**src/rtl/spi_ram_pkg.sv**
```systemverilog
// Shared constants for the SPI serial-SRAM responder: opcodes, FSM state
// encodings, addressing modes and the opcode decoder.
package spi_ram_pkg;

   localparam logic [7:0] OP_READ  = 8'h03;
   localparam logic [7:0] OP_WRITE = 8'h02;
   localparam logic [7:0] OP_RDSR  = 8'h05;
   localparam logic [7:0] OP_WRSR  = 8'h01;

   typedef logic [2:0] state_t;

   localparam state_t ST_IDLE   = 3'd0;
   localparam state_t ST_CMD    = 3'd1;
   localparam state_t ST_ADDR   = 3'd2;
   localparam state_t ST_RDATA  = 3'd3;
   localparam state_t ST_WDATA  = 3'd4;
   localparam state_t ST_RDSR   = 3'd5;
   localparam state_t ST_WRSR   = 3'd6;
   localparam state_t ST_IGNORE = 3'd7;

   // status[7:6] addressing modes; 2'b11 is reserved and behaves as sequential
   localparam logic [1:0] MODE_BYTE = 2'b00;
   localparam logic [1:0] MODE_SEQ  = 2'b01;
   localparam logic [1:0] MODE_PAGE = 2'b10;

   // State entered after the opcode byte completes
   function automatic state_t decode_op(input logic [7:0] op);
      case (op)
         OP_READ, OP_WRITE: return ST_ADDR;
         OP_RDSR:           return ST_RDSR;
         OP_WRSR:           return ST_WRSR;
         default:           return ST_IGNORE;
      endcase
   endfunction

endpackage

```
**src/rtl/spi_ram_responder_sync.sv**
```systemverilog
// Oversampling front end: synchronizes SCK, nSS and MOSI into the system
// clock domain and produces single-cycle SCK rise/fall pulses.
module spi_sync_edge #(
   parameter int SYNC_STAGES = 2
) (
   input  logic clk,
   input  logic rst,
   input  logic sck_pin,
   input  logic nss_pin,
   input  logic mosi_pin,
   output logic sck_rise,
   output logic sck_fall,
   output logic nss_level,
   output logic mosi_level
);

   logic [SYNC_STAGES-1:0] sck_q;
   logic [SYNC_STAGES-1:0] nss_q;
   logic [SYNC_STAGES-1:0] mosi_q;
   logic                   sck_prev;

   // Synchronizer chains plus one history flop on SCK for edge detection.
   // The nSS chain resets low so the controller never mistakes the reset
   // value for a real deselect; it arms only once the pin is seen high.
   always_ff @(posedge clk or posedge rst) begin
      if (rst) begin
         sck_q    <= '0;
         nss_q    <= '0;
         mosi_q   <= '0;
         sck_prev <= 1'b0;
      end else begin
         for (int i = SYNC_STAGES - 1; i > 0; i--) begin
            sck_q[i]  <= sck_q[i-1];
            nss_q[i]  <= nss_q[i-1];
            mosi_q[i] <= mosi_q[i-1];
         end
         sck_q[0]  <= sck_pin;
         nss_q[0]  <= nss_pin;
         mosi_q[0] <= mosi_pin;
         sck_prev  <= sck_q[SYNC_STAGES-1];
      end
   end

   assign sck_rise   =  sck_q[SYNC_STAGES-1] & ~sck_prev;
   assign sck_fall   = ~sck_q[SYNC_STAGES-1] &  sck_prev;
   assign nss_level  =  nss_q[SYNC_STAGES-1];
   assign mosi_level =  mosi_q[SYNC_STAGES-1];

endmodule

```
**src/rtl/spi_ram_responder.sv**
```systemverilog
// SPI mode-0 target emulating a 23LC1024-style serial SRAM backed by an
// internal byte array. Handles READ, WRITE, RDSR and WRSR with byte,
// page and sequential addressing.
//
//   state     | meaning
//   ----------+-----------------------------------------------------------
//   IDLE      | deselected; waits for nSS low
//   CMD       | shifting in the opcode byte
//   ADDR      | shifting in ADDR_BYTES address bytes, MSB first
//   RDATA     | streaming mem[addr] on MISO, reloading every 8 bits
//   WDATA     | each completed byte is written to mem[addr]
//   RDSR      | streaming the status register repeatedly
//   WRSR      | first completed byte sets status[7:6]; rest ignored
//   IGNORE    | unknown opcode; MISO released until deselect
module spi_ram_responder
   import spi_ram_pkg::*;
#(
   parameter int DEPTH_LOG2  = 8,
   parameter int ADDR_BYTES  = 3,
   parameter int SYNC_STAGES = 2
) (
   input  logic CLK,
   input  logic RST,
   input  logic SCK,
   input  logic nSS,
   input  logic MOSI,
   output logic MISO,
   output logic MISO_OE,
   output logic BUSY
);

   localparam int             AW        = 8 * ADDR_BYTES;
   localparam int             DEPTH     = 1 << DEPTH_LOG2;
   localparam logic [3:0]     LAST_ADDR = 4'(ADDR_BYTES - 1);

   logic                  sck_rise;
   logic                  sck_fall;
   logic                  nss_s;
   logic                  mosi_s;

   state_t                state;
   logic                  armed;
   logic [2:0]            bit_cnt;
   logic [6:0]            shift_in;
   logic [7:0]            shift_out;
   logic [AW-1:0]         addr_sr;
   logic [3:0]            addr_cnt;
   logic [DEPTH_LOG2-1:0] addr;
   logic [DEPTH_LOG2-1:0] next_addr;
   logic [1:0]            status;
   logic                  rd_op;
   logic                  wrsr_done;
   logic                  wr_pending;
   logic [7:0]            wr_data;
   logic [7:0]            mem [DEPTH];

   logic [7:0]            byte_in;
   logic                  byte_done;
   logic                  abort;
   logic [AW-1:0]         addr_next_sr;
   logic [7:0]            load_byte;

   spi_sync_edge #(.SYNC_STAGES(SYNC_STAGES)) u_sync (
      .clk        (CLK),
      .rst        (RST),
      .sck_pin    (SCK),
      .nss_pin    (nSS),
      .mosi_pin   (MOSI),
      .sck_rise   (sck_rise),
      .sck_fall   (sck_fall),
      .nss_level  (nss_s),
      .mosi_level (mosi_s)
   );

   assign byte_in      = {shift_in, mosi_s};
   assign byte_done    = sck_rise && (bit_cnt == 3'd7);
   assign abort        = nss_s | ~armed;
   assign addr_next_sr = (addr_sr << 8) | AW'(byte_in);
   assign load_byte    = (state == ST_RDATA) ? mem[addr] : {status, 6'b0};
   assign BUSY         = armed & ~nss_s;

   // Post-byte address step according to the addressing mode
   always_comb begin
      next_addr = addr + DEPTH_LOG2'(1);
      case (status)
         MODE_BYTE: next_addr = addr;
         MODE_PAGE: next_addr = {addr[DEPTH_LOG2-1:5], addr[4:0] + 5'd1};
         default:   next_addr = addr + DEPTH_LOG2'(1);
      endcase
   end

   // Transaction FSM, shift registers and MISO driver; deselect wins over
   // any SCK edge seen in the same cycle
   always_ff @(posedge CLK or posedge RST) begin
      if (RST) begin
         state      <= ST_IDLE;
         armed      <= 1'b0;
         bit_cnt    <= 3'd0;
         shift_in   <= 7'd0;
         shift_out  <= 8'd0;
         addr_sr    <= '0;
         addr_cnt   <= 4'd0;
         addr       <= '0;
         status     <= MODE_SEQ;
         rd_op      <= 1'b0;
         wrsr_done  <= 1'b0;
         wr_pending <= 1'b0;
         wr_data    <= 8'd0;
         MISO       <= 1'b0;
         MISO_OE    <= 1'b0;
      end else begin
         wr_pending <= 1'b0;
         if (nss_s)
            armed <= 1'b1;
         // the address steps in the same cycle the completed byte lands in mem
         if (wr_pending)
            addr <= next_addr;

         if (abort) begin
            state     <= ST_IDLE;
            bit_cnt   <= 3'd0;
            addr_cnt  <= 4'd0;
            wrsr_done <= 1'b0;
            MISO_OE   <= 1'b0;
         end else if (state == ST_IDLE) begin
            state   <= ST_CMD;
            bit_cnt <= 3'd0;
         end else begin
            if (sck_rise) begin
               shift_in <= byte_in[6:0];
               bit_cnt  <= bit_cnt + 3'd1;
            end

            if (byte_done) begin
               case (state)
                  ST_CMD: begin
                     rd_op    <= (byte_in == OP_READ);
                     addr_cnt <= 4'd0;
                     state    <= decode_op(byte_in);
                  end
                  ST_ADDR: begin
                     addr_sr  <= addr_next_sr;
                     addr_cnt <= addr_cnt + 4'd1;
                     if (addr_cnt == LAST_ADDR) begin
                        addr  <= addr_next_sr[DEPTH_LOG2-1:0];
                        state <= rd_op ? ST_RDATA : ST_WDATA;
                     end
                  end
                  ST_RDATA: addr <= next_addr;
                  ST_WDATA: begin
                     wr_pending <= 1'b1;
                     wr_data    <= byte_in;
                  end
                  ST_WRSR: begin
                     if (!wrsr_done) begin
                        status    <= byte_in[7:6];
                        wrsr_done <= 1'b1;
                     end
                  end
                  default: ;
               endcase
            end

            // a fall at a byte boundary loads the next byte and drives its MSB
            if (sck_fall && (state == ST_RDATA || state == ST_RDSR)) begin
               if (bit_cnt == 3'd0) begin
                  MISO      <= load_byte[7];
                  shift_out <= {load_byte[6:0], 1'b0};
                  MISO_OE   <= 1'b1;
               end else begin
                  MISO      <= shift_out[7];
                  shift_out <= {shift_out[6:0], 1'b0};
               end
            end
         end
      end
   end

   // Byte array write port; contents survive reset
   always_ff @(posedge CLK) begin
      if (wr_pending)
         mem[addr] <= wr_data;
   end

endmodule

```
**config.mk**
```make
export PLATFORM = sky130hd
export DESIGN_NAME = spi_ram_responder
export DESIGN_NICKNAME = d
export VERILOG_FILES = /design/src/rtl/spi_ram_pkg.sv /design/src/rtl/spi_ram_responder_sync.sv /design/src/rtl/spi_ram_responder.sv
export SDC_FILE = /design/constraint.sdc
export NUM_CORES = 2
export LEC_CHECK = 0
export BUFFER_PORTS_ARGS = -buffer_cell sky130_fd_sc_hd__buf_2
export CORE_MARGIN = 4
export CORE_UTILIZATION = 63
export CTS_BUF_LIST = sky130_fd_sc_hd__clkbuf_16
export DETAILED_ROUTE_END_ITERATION = 12
export PLACE_DENSITY = 0.79
export SETUP_SLACK_MARGIN = 0.1
export SKIP_CTS_REPAIR_TIMING = 1
export SYNTH_ARGS = -nofsm -noshare
export SYNTH_HDL_FRONTEND = slang
export SYNTH_HIERARCHICAL = 1
export SYNTH_SLANG_ARGS = --single-unit
```
**constraint.sdc**
```tcl
create_clock -name CLK -period 4.6 [get_ports CLK]
set_input_delay 0.23 -clock CLK [delete_from_list [all_inputs] [get_ports CLK]]
set_output_delay 0.23 -clock CLK [all_outputs]
set_load 0.02 [all_outputs]
```
* Yosys cells after proc, flatten, opt, wreduce, memory -nomap -nowiden
Memory sizes are Yosys's and may differ from the RTL's.
Cells that the tools add are included.
** Word-level totals
- Memory bits (writable) :: 2048
- Bits of input ports :: 5
- Output and inout port bits :: 3
- Bits in latches :: 0
- Word-level logic and storage cells :: 112
- Bits in read-only memories :: 0
- Memories kept :: 1
- Flip-flop bits (word level) :: 56
** Memory list
- mem :: words 256, width 8, read ports 1, clocked after Yosys merged registers in 0, write ports 1, RTL line spi_ram_responder.sv:55 : logic [7:0] mem [DEPTH];
** Operators by class
- Equal/unequal tests :: 15
- Multipliers :: 0
- Add/subtract/negate cells :: 4
- Reductions and logical operators :: 24
- Bitwise logic cells :: 12
- Shift operators :: 0
- Divide/modulo/power cells :: 0
- Muxes and demuxes :: 38
- Magnitude comparators :: 0
** Operators by type and width (count)
- $mux 8 :: 7
- $pmux 8 s2 :: 2
- $mux 3 :: 8
- $reduce_and 3->1 :: 6
- $eq 8x2->1 const B :: 2
- $mux 1 :: 15
- $eq 3x3->1 const B :: 4
- $mux 4 :: 3
- $pmux 3 s3 :: 1
- $reduce_bool 3->1 :: 3
- $add 8x1->8 const B :: 1
- $eq 8x1->1 const B :: 1
- $eq 8x3->1 const B :: 1
- $or 1x8->8 const A :: 1
- $pmux 4 s2 :: 1
- $reduce_and 4->1 :: 2
- $reduce_bool 2->1 :: 4
- $not 1->1 :: 7
- $eq 3x2->1 const B :: 2
- $logic_not 3->1 :: 2
- $pmux 3 s2 :: 1
- $add 5x1->5 const B :: 1
- $reduce_and 5->1 :: 1
- $add 4x1->4 const B :: 1
- 13 further kinds :: 16

* Longest topological paths before layout
- Word-level depth :: 8
- Gate-level depth with buffers :: 14
- Depth with buffers taken out :: 9

* Modules after synthesis
Netlist, hierarchy kept.
** Modules (own cells, without submodules)
- spi_ram_responder :: seq. area each 62701.4 sq um, area each 81928.6 sq um, instances 1, cells each 3856
- spi_sync_edge :: seq. area each 175.2 sq um, area each 193.9 sq um, instances 1, cells each 10

* Least setup slack after synthesis
OpenSTA, ideal clock, no wires.
- Kind :: register to register
- Start :: register wr_data[0]
- End :: memory mem[0][0], data pin
- Arrival :: 3181 ps
- Clock period less this slack :: 3984 ps
- Slack :: 616 ps
- Required time :: 3797 ps
- Cell stages (with the launch flop) :: 1
- Path through :: dfrtp_1
** RTL lines
- start: declaration :: RTL line spi_ram_responder.sv:54 : logic [7:0] wr_data;
- start signal: assignment :: RTL line spi_ram_responder.sv:152 : wr_data <= byte_in;
- end: declaration :: RTL line spi_ram_responder.sv:55
Straight into the memory's write port.

* Final worst setup path
- Start :: register addr[0]
- End :: register shift_out[3]
** On the way
- Cells in the longest elaborated chain, start to end :: 3
** RTL lines
- start: declaration :: RTL line spi_ram_responder.sv:48 : logic [DEPTH_LOG2-1:0] addr;
- start signal: assignment :: RTL line spi_ram_responder.sv:117 : addr <= next_addr;
- start signal: assignment :: RTL line spi_ram_responder.sv:145 : addr <= addr_next_sr[DEPTH_LOG2-1:0];
- start signal: assignment :: RTL line spi_ram_responder.sv:149 : ST_RDATA: addr <= next_addr;
- $mem_v2 256x8
- $mux 8 :: RTL line spi_ram_responder.sv:79 : assign load_byte = (state == ST_RDATA) ? mem[addr] : {status, 6'b0};
- $mux 8 :: RTL line spi_ram_responder.sv:166 : if (bit_cnt == 3'd0) begin
- end signal: assignment :: RTL line spi_ram_responder.sv:168 : shift_out <= {load_byte[6:0], 1'b0};
- end signal: assignment :: RTL line spi_ram_responder.sv:172 : shift_out <= {shift_out[6:0], 1'b0};
- end: declaration :: RTL line spi_ram_responder.sv:45 : logic [7:0] shift_out;
Every way passes these cells.
A chain may end at the register's enable or synchronous reset.

==> results by group <==
Status
  – Status: complete, no violations

Worst setup path
  – Slowest CP cell: dfrtp_4
  – Max Fanout on Critical Path: 33
  – Cell mode on critical path: buf_4
  – Slowest stage delay, CP: 0.98 ns
  – Critical path startpoint category: flip-flop
  – Critical Path RT: 5.31 ns
  – Crit path cell chain: buf_4 -> buf_4 -> mux4_2 -> mux2i_1 -> o31ai_1 -> nor4_1 -> nand4_1 -> o21a_1
  – Worst setup EP type: flip-flop
  – Type of the worst setup path: flip-flop to flip-flop
  – Worst path arrival time: 4.88 ns

CTS
  – Clock sinks: 2103
  – Clock Path Buffers: 3
  – Clk slew on worst S/H paths: 0.06 ns
  – H-tree Lvls: 4
  – TritonCTS Buffers: 198
  – CTS tree: yes
  – Root Buffer: clkbuf_16
  – Worst-Skew Late Latency: 0.83 ns

Routing
  – Via count: 43.34k
  – Detailed Routing Iterations Pass 1: 8
  – DRT iter0 DRCs: 8221
  – Routed WL: 219000 microns
  – Number of routed nets with antenna violations: 0
  – Detailed-route DRC error count: 0
  – WL/cell: 36.16 microns
  – Vias per cell: 7.156

STA
  – Period utilisation layout: 0.9058
  – Actual slew at the worst max-slew pin: 1.313 ns
  – Fmax: 240.0 MHz
  – Total negative slack: 0 ns
  – Fin. max-slew vios: 0
  – Final setup vio count: 0
  – Fin crit period: 4.167 ns
  – Slew HR: 0.1217
  – Final hold vios: 0
  – RSZ-0062 raised after global routing: no
  – Setup Skew: 0.03303 ns
  – Tightest hold margin: 0.04417 ns
  – Setup WS post-layout: 0.4332 ns

Synth
  – Cell area after synthesis: 82120 sq um
  – Synth async-reset ratio: 0.02615
  – Number of library cell types mapped by synthesis: 66
  – Post-Syn Instances: 3866
  – Flops & latches, synth: 2103
  – Yosys warns: 6
  – Post-synthesis sequential area ratio: 0.7656
  – Prevailing post-synth register cell: edfxtp_1
  – Post-synth EDFFs: 2048
  – Mapped Avg Cell Area: 21.24 sq um
  – Post-synth net total: 3880

Global routing
  – Vias in the first global route: 42.86k
  – Met1 usage: 0.4506
  – Largest net degree at the start of global routing: 182
  – Met2 Track Usage GR: 0.4874
  – GRT Total Usage: 0.3283
  – Antenna violations before repair: 9
  – Busiest grt layer: met2
  – First-pass GRT wire length: 315700 microns
  – Met3 usage: 0.09911
  – GR Overflow Total: 0

Finish
  – Final Instance Area: 92100 sq um
  – Layout cell share with drive strength beyond 1: 0.2696
  – Synthesis-to-layout area growth: 12.15%
  – Most common cell after layout, fill and taps aside: edfxtp_1
  – Most frequent cells in the layout: edfxtp_1, mux4_2, nor2_1, buf_4, clkbuf_16
  – Final cell count without fillers: 6056
  – Layout Nets: 4162
  – Fin util: 0.7113

Power
  – VDD IR max: 0.3637 mV
  – PwrDens: 395.3 nW/um^2
  – Power consumption: 36.40 mW
  – P_leak: 23.03 nW

Floorplanning
  – DIE HEIGHT: 369.0 microns
  – I/O pin count: 8
  – Initial core utilization: 0.6342
  – Die ar.: 136200 sq um
  – # rows: 132
  – Die extent in x: 369.0 microns
  – Core area: 129500 sq um

Placed design
  – Port Buffers: 7
  – Post-DP HPWL: 127900 microns
  – Placed Area: 85880 sq um
  – Dpl cells: 5685
  – Routability cong.: 0.9301
  – Place WS: 0.6906 ns

Job
  – Max capacitance violation total: 0

Worst hold path
  – Worst min path class: input port to flip-flop
==> report_power, final <==
part | switching, mW | internal, mW | total (mW)
Sequential | 0.0302 | 20.7 | 20.7
Clock | 7.05 | 8.54 | 15.6
Combinational | 0.0427 | 0.0308 | 0.0734
==> critical path, delay by kind of cell, from the launching register on <==
family                 cells  cell delay [ns]
AO/OA/AOI/OAI              2             0.40
buffers and inverters      2             0.62
flip-flops                 1             0.98
multiplexers               2             1.01
AND/OR/NAND/NOR            2             0.99
==> area by class of cell <==
class	count	area (sq um)
Sequential cell	2103	62920
Tap cell	1742	2180
Clock buffer	199	4980
Timing Repair Buffer	308	2658
Multi-Input combinational cell	1521	18110
Clock inverter	163	1181
Antenna cell	4	10.01
Fill cell	7221	37390
Inverter	16	60.06
==> state kept, by name (all words and copies together), names as in the netlist <==
signal and count:
addr_cnt 4, MISO 1, state 3, addr 8
u_sync/sck_q 2, mem 2048, rd_op 1, u_sync/mosi_q 2
status 2, u_sync/sck_prev 1, u_sync/nss_q 2, armed 1
wr_data 8, wrsr_done 1, shift_in 7, MISO_OE 1
bit_cnt 3, wr_pending 1, shift_out 7
==> per-layer routing <==
metal / routed length (microns) / vias up
met2: 101300 / 3662
met3: 30440 / 721
met1: 73840 / 22270
met4: 13370 / 8
li1: - / 16680
met5: 52 / -
==> synthesized netlist by cell type, types with 10 or more instances <==
master / n / area (sq um)
nor3_1: 27 / 135.1
o22ai_1: 22 / 137.6
nand2_1: 90 / 337.8
nand3_1: 46 / 230.2
buf_1: 23 / 86.33
buf_6: 14 / 157.7
nand2b_1: 10 / 62.56
buf_4: 29 / 217.7
a22oi_1: 67 / 503.0
mux2_2: 24 / 270.3
a22o_1: 16 / 140.1
o21ai_0: 23 / 115.1
dfrtp_1: 54 / 1351
a31oi_1: 10 / 62.56
a221oi_1: 17 / 148.9
a21oi_1: 52 / 260.3
nor2_1: 306 / 1149
mux2i_1: 122 / 1221
xnor2_1: 10 / 87.58
edfxtp_1: 2048 / 61500
clkbuf_1: 84 / 315.3
inv_1: 14 / 52.55
buf_2: 75 / 375.4
mux4_2: 531 / 11960
nor2b_1: 17 / 106.4
==> worst paths after layout <==
check	startpoint	end	slack [ns]	depth (start not counted)
max in group asynchronous	RST	addr[0]	3.93	4
hold / removal	nSS	u_sync/nss_q[0]	0.04	2
setup / recovery	addr[0]	shift_out[3]	0.43	8
hold reg to reg	u_sync/mosi_q[0]	u_sync/mosi_q[1]	0.35	0
min in group asynchronous	RST	armed	0.14	4
setup reg to reg	addr[0]	shift_out[3]	0.43	8
==> cells by family (layout without fill, tap and decap cells) <==
logic type,Yosys count,after routing,share of synthesized area
DFF,2103,2103,0.7656
xor gates and xnor gates,16,16,0.001706
AOI/OAI and AO/OA,270,270,0.02325
and+or+nand+nor,549,549,0.02930
muxes,677,677,0.1638
adders and majority gates,9,9,0.001371
buffers and inverters,242,686,0.01495
other,0,4,0
No activity file was read; power rests on OpenSTA's default activity.
